$ cat config.mk
export PLATFORM = sky130hd
export DESIGN_NAME = ahb_master_cmd
export DESIGN_NICKNAME = d
export VERILOG_FILES = /design/src/rtl/ahb_master_cmd.sv
export SDC_FILE = /design/constraint.sdc
export NUM_CORES = 1
export LEC_CHECK = 0
export BUFFER_PORTS_ARGS = -buffer_cell sky130_fd_sc_hd__buf_2
export CORE_MARGIN = 2
export CORE_UTILIZATION = 49
export DETAILED_ROUTE_END_ITERATION = 10
export PLACE_DENSITY_LB_ADDON = 0.12
export SLEW_MARGIN = 20
export SYNTH_ARGS = -nofsm -noshare
export SYNTH_HDL_FRONTEND = slang
export SYNTH_SLANG_ARGS = --single-unit
$ cat constraint.sdc
create_clock -name clk -period 3.2 [get_ports clk]
set_input_delay 0.32 -clock clk [delete_from_list [all_inputs] [get_ports clk]]
set_output_delay 0.32 -clock clk [all_outputs]
set_load 0.1 [all_outputs]
$ cat src/rtl/ahb_master_cmd.sv
// Command-driven AHB-lite initiator.
// Turns one {addr, dir, size, len} command into a pipelined INCR burst
// (NONSEQ then SEQ beats), honours HREADY wait states, stops early on an
// HRESP error or a data-phase timeout, and reports completion with done.
module ahb_master_cmd #(
  parameter int ADDR_BITS   = 32,
  parameter int DATA_BITS   = 32,
  parameter int TIMEOUT_CYC = 255
) (
  input  logic                 clk,
  input  logic                 reset_n,
  input  logic                 cmd_valid,
  output logic                 cmd_ready,
  input  logic                 cmd_write,
  input  logic [ADDR_BITS-1:0] cmd_addr,
  input  logic [1:0]           cmd_size,
  input  logic [3:0]           cmd_len,
  input  logic [DATA_BITS-1:0] wdata,
  input  logic                 wdata_valid,
  output logic                 wdata_pop,
  output logic [DATA_BITS-1:0] rdata,
  output logic                 rdata_valid,
  output logic                 done,
  output logic                 err,
  output logic                 timeout,
  output logic [ADDR_BITS-1:0] HADDR,
  output logic [1:0]           HTRANS,
  output logic                 HWRITE,
  output logic [1:0]           HSIZE,
  output logic [2:0]           HBURST,
  output logic [DATA_BITS-1:0] HWDATA,
  input  logic [DATA_BITS-1:0] HRDATA,
  input  logic                 HREADY,
  input  logic                 HRESP
);

  typedef enum logic [1:0] {
    S_IDLE = 2'd0,
    S_ADDR = 2'd1,
    S_LAST = 2'd2,
    S_FIN  = 2'd3
  } state_t;

  localparam logic [1:0] HT_IDLE   = 2'b00;
  localparam logic [1:0] HT_BUSY   = 2'b01;
  localparam logic [1:0] HT_NONSEQ = 2'b10;
  localparam logic [1:0] HT_SEQ    = 2'b11;
  // Abort fires on the edge that closes the TIMEOUT_CYC-th low cycle.
  localparam logic [7:0] TO_LIMIT  = 8'(TIMEOUT_CYC - 1);

  state_t                 r_state, w_state_nxt;
  logic [ADDR_BITS-1:0]   r_haddr, w_haddr_nxt;
  logic [1:0]             r_htrans, w_htrans_nxt;
  logic                   r_hwrite, w_hwrite_nxt;
  logic [1:0]             r_hsize, w_hsize_nxt;
  logic [3:0]             r_len, w_len_nxt;
  logic [3:0]             r_issue_cnt, w_issue_cnt_nxt;
  logic                   r_dphase, w_dphase_nxt;
  logic [7:0]             r_to_cnt, w_to_cnt_nxt;
  logic                   r_done, w_done_nxt;
  logic                   r_err, w_err_nxt;
  logic                   r_timeout, w_timeout_nxt;
  logic [DATA_BITS-1:0]   r_rdata, w_rdata_nxt;
  logic                   r_rdata_valid, w_rdata_valid_nxt;

  logic [ADDR_BITS-1:0]   w_incr;
  logic                   w_beat_ok;
  logic                   w_bus_err;
  logic                   w_to_hit;

  assign w_incr    = {{(ADDR_BITS-1){1'b0}}, 1'b1} << r_hsize;
  // A data phase completes cleanly, with an error, or hits the stall limit.
  assign w_beat_ok = r_dphase & HREADY & ~HRESP;
  assign w_bus_err = r_dphase & HREADY & HRESP;
  assign w_to_hit  = r_dphase & ~HREADY & (r_to_cnt == TO_LIMIT);

  assign cmd_ready   = (r_state == S_IDLE);
  assign wdata_pop   = r_dphase & r_hwrite & HREADY & ~HRESP;
  assign HWDATA      = wdata;
  assign HADDR       = r_haddr;
  assign HTRANS      = r_htrans;
  assign HWRITE      = r_hwrite;
  assign HSIZE       = r_hsize;
  assign HBURST      = 3'b001;
  assign rdata       = r_rdata;
  assign rdata_valid = r_rdata_valid;
  assign done        = r_done;
  assign err         = r_err;
  assign timeout     = r_timeout;

  // Next-state, bus control, counters and status flags.
  always_comb begin
    w_state_nxt       = r_state;
    w_haddr_nxt       = r_haddr;
    w_htrans_nxt      = r_htrans;
    w_hwrite_nxt      = r_hwrite;
    w_hsize_nxt       = r_hsize;
    w_len_nxt         = r_len;
    w_issue_cnt_nxt   = r_issue_cnt;
    w_done_nxt        = 1'b0;
    w_err_nxt         = r_err;
    w_timeout_nxt     = r_timeout;
    w_rdata_nxt       = r_rdata;
    w_rdata_valid_nxt = 1'b0;

    // A new data phase starts only behind an accepted NONSEQ/SEQ.
    if (HREADY) begin
      w_dphase_nxt = r_htrans[1];
    end else begin
      w_dphase_nxt = r_dphase;
    end

    if (r_dphase && !HREADY) begin
      w_to_cnt_nxt = r_to_cnt + 8'd1;
    end else begin
      w_to_cnt_nxt = 8'd0;
    end

    if (w_beat_ok && !r_hwrite) begin
      w_rdata_nxt       = HRDATA;
      w_rdata_valid_nxt = 1'b1;
    end else begin
      w_rdata_valid_nxt = 1'b0;
    end

    case (r_state)
      S_IDLE: begin
        if (cmd_valid) begin
          w_state_nxt     = S_ADDR;
          w_haddr_nxt     = cmd_addr;
          w_htrans_nxt    = HT_NONSEQ;
          w_hwrite_nxt    = cmd_write;
          w_hsize_nxt     = cmd_size;
          w_len_nxt       = cmd_len;
          w_issue_cnt_nxt = 4'd0;
        end else begin
          w_htrans_nxt    = HT_IDLE;
        end
      end
      S_ADDR, S_LAST: begin
        if (w_bus_err) begin
          w_state_nxt   = S_FIN;
          w_htrans_nxt  = HT_IDLE;
          w_dphase_nxt  = 1'b0;
          w_done_nxt    = 1'b1;
          w_err_nxt     = 1'b1;
        end else if (w_to_hit) begin
          w_state_nxt   = S_FIN;
          w_htrans_nxt  = HT_IDLE;
          w_dphase_nxt  = 1'b0;
          w_done_nxt    = 1'b1;
          w_timeout_nxt = 1'b1;
        end else if (HREADY && (r_state == S_LAST)) begin
          w_state_nxt   = S_FIN;
          w_done_nxt    = 1'b1;
        end else if (HREADY && r_htrans[1]) begin
          if (r_issue_cnt == r_len) begin
            w_state_nxt  = S_LAST;
            w_htrans_nxt = HT_IDLE;
          end else if (r_hwrite && !wdata_valid) begin
            w_htrans_nxt = HT_BUSY;
          end else begin
            w_htrans_nxt    = HT_SEQ;
            w_haddr_nxt     = r_haddr + w_incr;
            w_issue_cnt_nxt = r_issue_cnt + 4'd1;
          end
        end else if (HREADY && (r_htrans == HT_BUSY) && wdata_valid) begin
          w_htrans_nxt    = HT_SEQ;
          w_haddr_nxt     = r_haddr + w_incr;
          w_issue_cnt_nxt = r_issue_cnt + 4'd1;
        end else begin
          w_state_nxt = r_state;
        end
      end
      S_FIN: begin
        w_state_nxt   = S_IDLE;
        w_err_nxt     = 1'b0;
        w_timeout_nxt = 1'b0;
      end
      default: begin
        w_state_nxt  = S_IDLE;
        w_htrans_nxt = HT_IDLE;
      end
    endcase
  end

  // State and output registers; reset abandons any burst with no done.
  always_ff @(posedge clk or negedge reset_n) begin
    if (!reset_n) begin
      r_state       <= S_IDLE;
      r_haddr       <= '0;
      r_htrans      <= HT_IDLE;
      r_hwrite      <= 1'b0;
      r_hsize       <= 2'd0;
      r_len         <= 4'd0;
      r_issue_cnt   <= 4'd0;
      r_dphase      <= 1'b0;
      r_to_cnt      <= 8'd0;
      r_done        <= 1'b0;
      r_err         <= 1'b0;
      r_timeout     <= 1'b0;
      r_rdata       <= '0;
      r_rdata_valid <= 1'b0;
    end else begin
      r_state       <= w_state_nxt;
      r_haddr       <= w_haddr_nxt;
      r_htrans      <= w_htrans_nxt;
      r_hwrite      <= w_hwrite_nxt;
      r_hsize       <= w_hsize_nxt;
      r_len         <= w_len_nxt;
      r_issue_cnt   <= w_issue_cnt_nxt;
      r_dphase      <= w_dphase_nxt;
      r_to_cnt      <= w_to_cnt_nxt;
      r_done        <= w_done_nxt;
      r_err         <= w_err_nxt;
      r_timeout     <= w_timeout_nxt;
      r_rdata       <= w_rdata_nxt;
      r_rdata_valid <= w_rdata_valid_nxt;
    end
  end

endmodule

==> impl_metrics.ini <==
[run_status]
outcome = finished, final reports clean

[cts]
cts.hold.buffers_added = 0
cts_made_buffers = 9
cts_resized = 0
cts_max_path_buffers = 2
clock-root-buffer = clkbuf_8
cts.sinks = 92
clkTransAtPathRegs_ps = 90
clk_latency_ps = 370
cts_tree = built
cts_setup_buffers = 0
h-tree-depth = 3

[cells_and_area]
final_nets = 799
diodes = 0
fillers = 990
finish.utilization_pct = 58.25
drive_gt1_share_pct = 34.31
area_growth_pct = 16.64
layout_commonest_cell = buf_2
mostFrequentLayoutCells = buf_2 (150), dfrtp_1 (92), nand2_1 (41), mux2_2 (40), nor2_1 (33)

[grt]
grt.total_usage_pct = 26.58
grt_pass1_vias = 4904
grt_pass1_wl_um = 24410
antenna_found_initial = 0
grt_overflow = 0
grt_max_degree = 68

[sta]
fin_crit_ps = 2593
timing.fmax_mhz = 385.6
rsz0062_at_grt = false
setup_viol = 0
clock_skew_ps = 4.696
drv_slew = 0
tns_ps = 0
finalHoldViolCount = 0
worst_pin_slew_ps = 863.0
slew_headroom_pct = 42.47
period_share_pct = 81.03
timing.hold.ws_ps = 53.24

[route]
wl_met2_um = 7109
met3WireLength_um = 1333
wl_met1_um = 6309
routed.top_layer = met4
wire_per_inst_um = 18.34
drtIter0Drc = 316
route.detailed.drc = 0
dr.pass1.iters = 5
ant_nets = 0
vias = 4941
vias_per_cell = 6.011
totalWireLength_um = 15070

[placed_design]
numPortBuffers = 151
gp_congestion = 0.9158
dp_hpwl_um = 11150

[setup_path]
r2r-end = HADDR[26]$_DFFE_PN0P_
crit_required_ps = 3470
crit_slowest_cell = or4_1
path_max_fanout = 6
r2r_slack_ps = 610
startpoint_type = flip-flop
crit_path_cell_trace = nor2_1 -> ha_1 -> fa_1 -> a211o_1 -> and2_1 -> nand4_1 -> or4_1 -> o211a_1
crit_path_end_kind = flip-flop
ff2ff_path_depth = 8
slowest_delay_ps = 560
critical_path_arrival_ps = 2860
rr_startpoint = HSIZE[1]$_DFFE_PN0P_
crit_type = flip-flop to flip-flop

[synthesis]
synth_compound_area_share_pct = 16.25
syn_avg_cell_area_um2 = 9.591
synth_edf_count = 0
synthCells = 562
synthDistinctLibCells = 65
yosysWarnings = 0
ys_seq_area_share_pct = 42.71
synthAdderAreaFrac_pct = 2.925
synthArstFlopShare_pct = 100.0
synth_seq_cells = 92
synth-xor-area-share_pct = 1.625
muxShareOfSynthArea_pct = 8.914
synth_area_um2 = 5390
synth_ff_type = dfrtp_1
synth_top_family_by_area = simple AND/OR/NAND/NOR gates
synth-simple-area-share_pct = 19.29

[die]
die_w_um = 108.9
io_pins = 219
dieArea_um2 = 11850
core_area_um2 = 10790
start_util_pct = 49.94
fp-row-count = 38
die_h_um = 108.9

[flow_run]
maxCapViolations = 0

[worst_hold_path]
hold_path_class = input port to asynchronous set/reset pin
## critical path: cells and delay by family, from the launching register on
kind,cells,cell delay (ps)
compound gates,2,330
fa+ha+maj,2,460
flops,1,440
simple gates,4,1240
## sequential cells by signal, summed over array words and instances (netlist names), named ones only
signal,count
HSIZE,2
HTRANS,2
HADDR,32
r_issue_cnt,4
r_state,2
HWRITE,1
rdata_valid,1
rdata,32
timeout,1
r_to_cnt,8
err,1
r_len,4
done,1
## cell usage after synthesis (3+ instances only)
cell	number	area share, %
a211o_1	3	0.49
a211oi_1	5	0.70
a21oi_1	21	1.9
a31oi_1	11	1.3
and2_1	5	0.58
and3_1	12	1.4
and4_1	3	0.49
buf_2	3	0.28
buf_4	35	4.9
clkbuf_1	26	1.8
dfrtp_1	92	43
ha_1	11	2.6
inv_1	16	1.1
mux2_2	40	8.4
mux2i_1	3	0.56
nand2_1	41	2.9
nand2b_1	8	0.93
nand3_1	24	2.2
nand4_1	16	1.9
nor2_1	33	2.3
nor2b_1	4	0.46
nor3_1	16	1.5
nor4_1	14	1.6
o211a_1	4	0.74
o21a_1	4	0.56
o21ai_0	25	2.3
o221ai_1	3	0.49
o311ai_0	3	0.49
o31a_1	3	0.49
o31ai_1	4	0.56
o41ai_1	6	0.97
or3_1	6	0.70
or4_1	10	1.4
xnor2_1	7	1.1
xor2_1	3	0.49
## metal layers
metal / track usage [%] / vias to the layer above
li1: - / 2289
met1: 34.35 / 2360
met2: 43.30 / 253
met3: 5.678 / 39
met4: 11.08 / 0
met5: 0 / -
## through the flow
step,area (µm²),std cells,setup slack [ps]
final,6287,822,607.0
after global placement,6098,807,730.8
after global routing,6287,822,430.0
after floorplan,5399,563,267.1
after CTS,6287,822,630.4
after detailed placement,6098,807,650.2
## area by class of cell
cell class | count | area [µm²] | share of cell area [%]
Inverter | 16 | 60.06 | 0.9552
Sequential cell | 92 | 2302 | 36.62
Multi-Input combinational cell | 390 | 2668 | 42.43
Clock buffer | 9 | 123.9 | 1.970
Clock inverter | 6 | 65.06 | 1.035
Tap cell | 140 | 175.2 | 2.786
Timing Repair Buffer | 169 | 893.4 | 14.21
## cells by family after synthesis
| kind of cell | count (synthesis) |
|---|---|
| AOI/OAI and AO/OA | 124 |
| xor gates and xnor gates | 10 |
| adders and majority gates | 12 |
| buffers and inverters | 81 |
| DFF | 92 |
| muxes | 43 |
| other | 2 |
| and+or+nand+nor | 198 |
## worst max path at each step
stage | from | endpoint | slack, ps
4_1_cts | HSIZE[0]$_DFFE_PN0P_ | HADDR[26]$_DFFE_PN0P_ | 630
5_1_grt | HSIZE[0]$_DFFE_PN0P_ | HADDR[26]$_DFFE_PN0P_ | 430
6_report | HSIZE[1]$_DFFE_PN0P_ | HADDR[26]$_DFFE_PN0P_ | 610
3_5_place_dp | r_state[0]$_DFFE_PN0P_ | HADDR[16]$_DFFE_PN0P_ | 650
3_3_place_gp | HADDR[9]$_DFFE_PN0P_ | HADDR[21]$_DFFE_PN0P_ | 730
2_1_floorplan | HSIZE[0]$_DFFE_PN0P_ | HADDR[12]$_DFFE_PN0P_ | 270
Power is not shown: default switching activity piles up to over one toggle a cycle in this logic, so the estimate is an artifact.
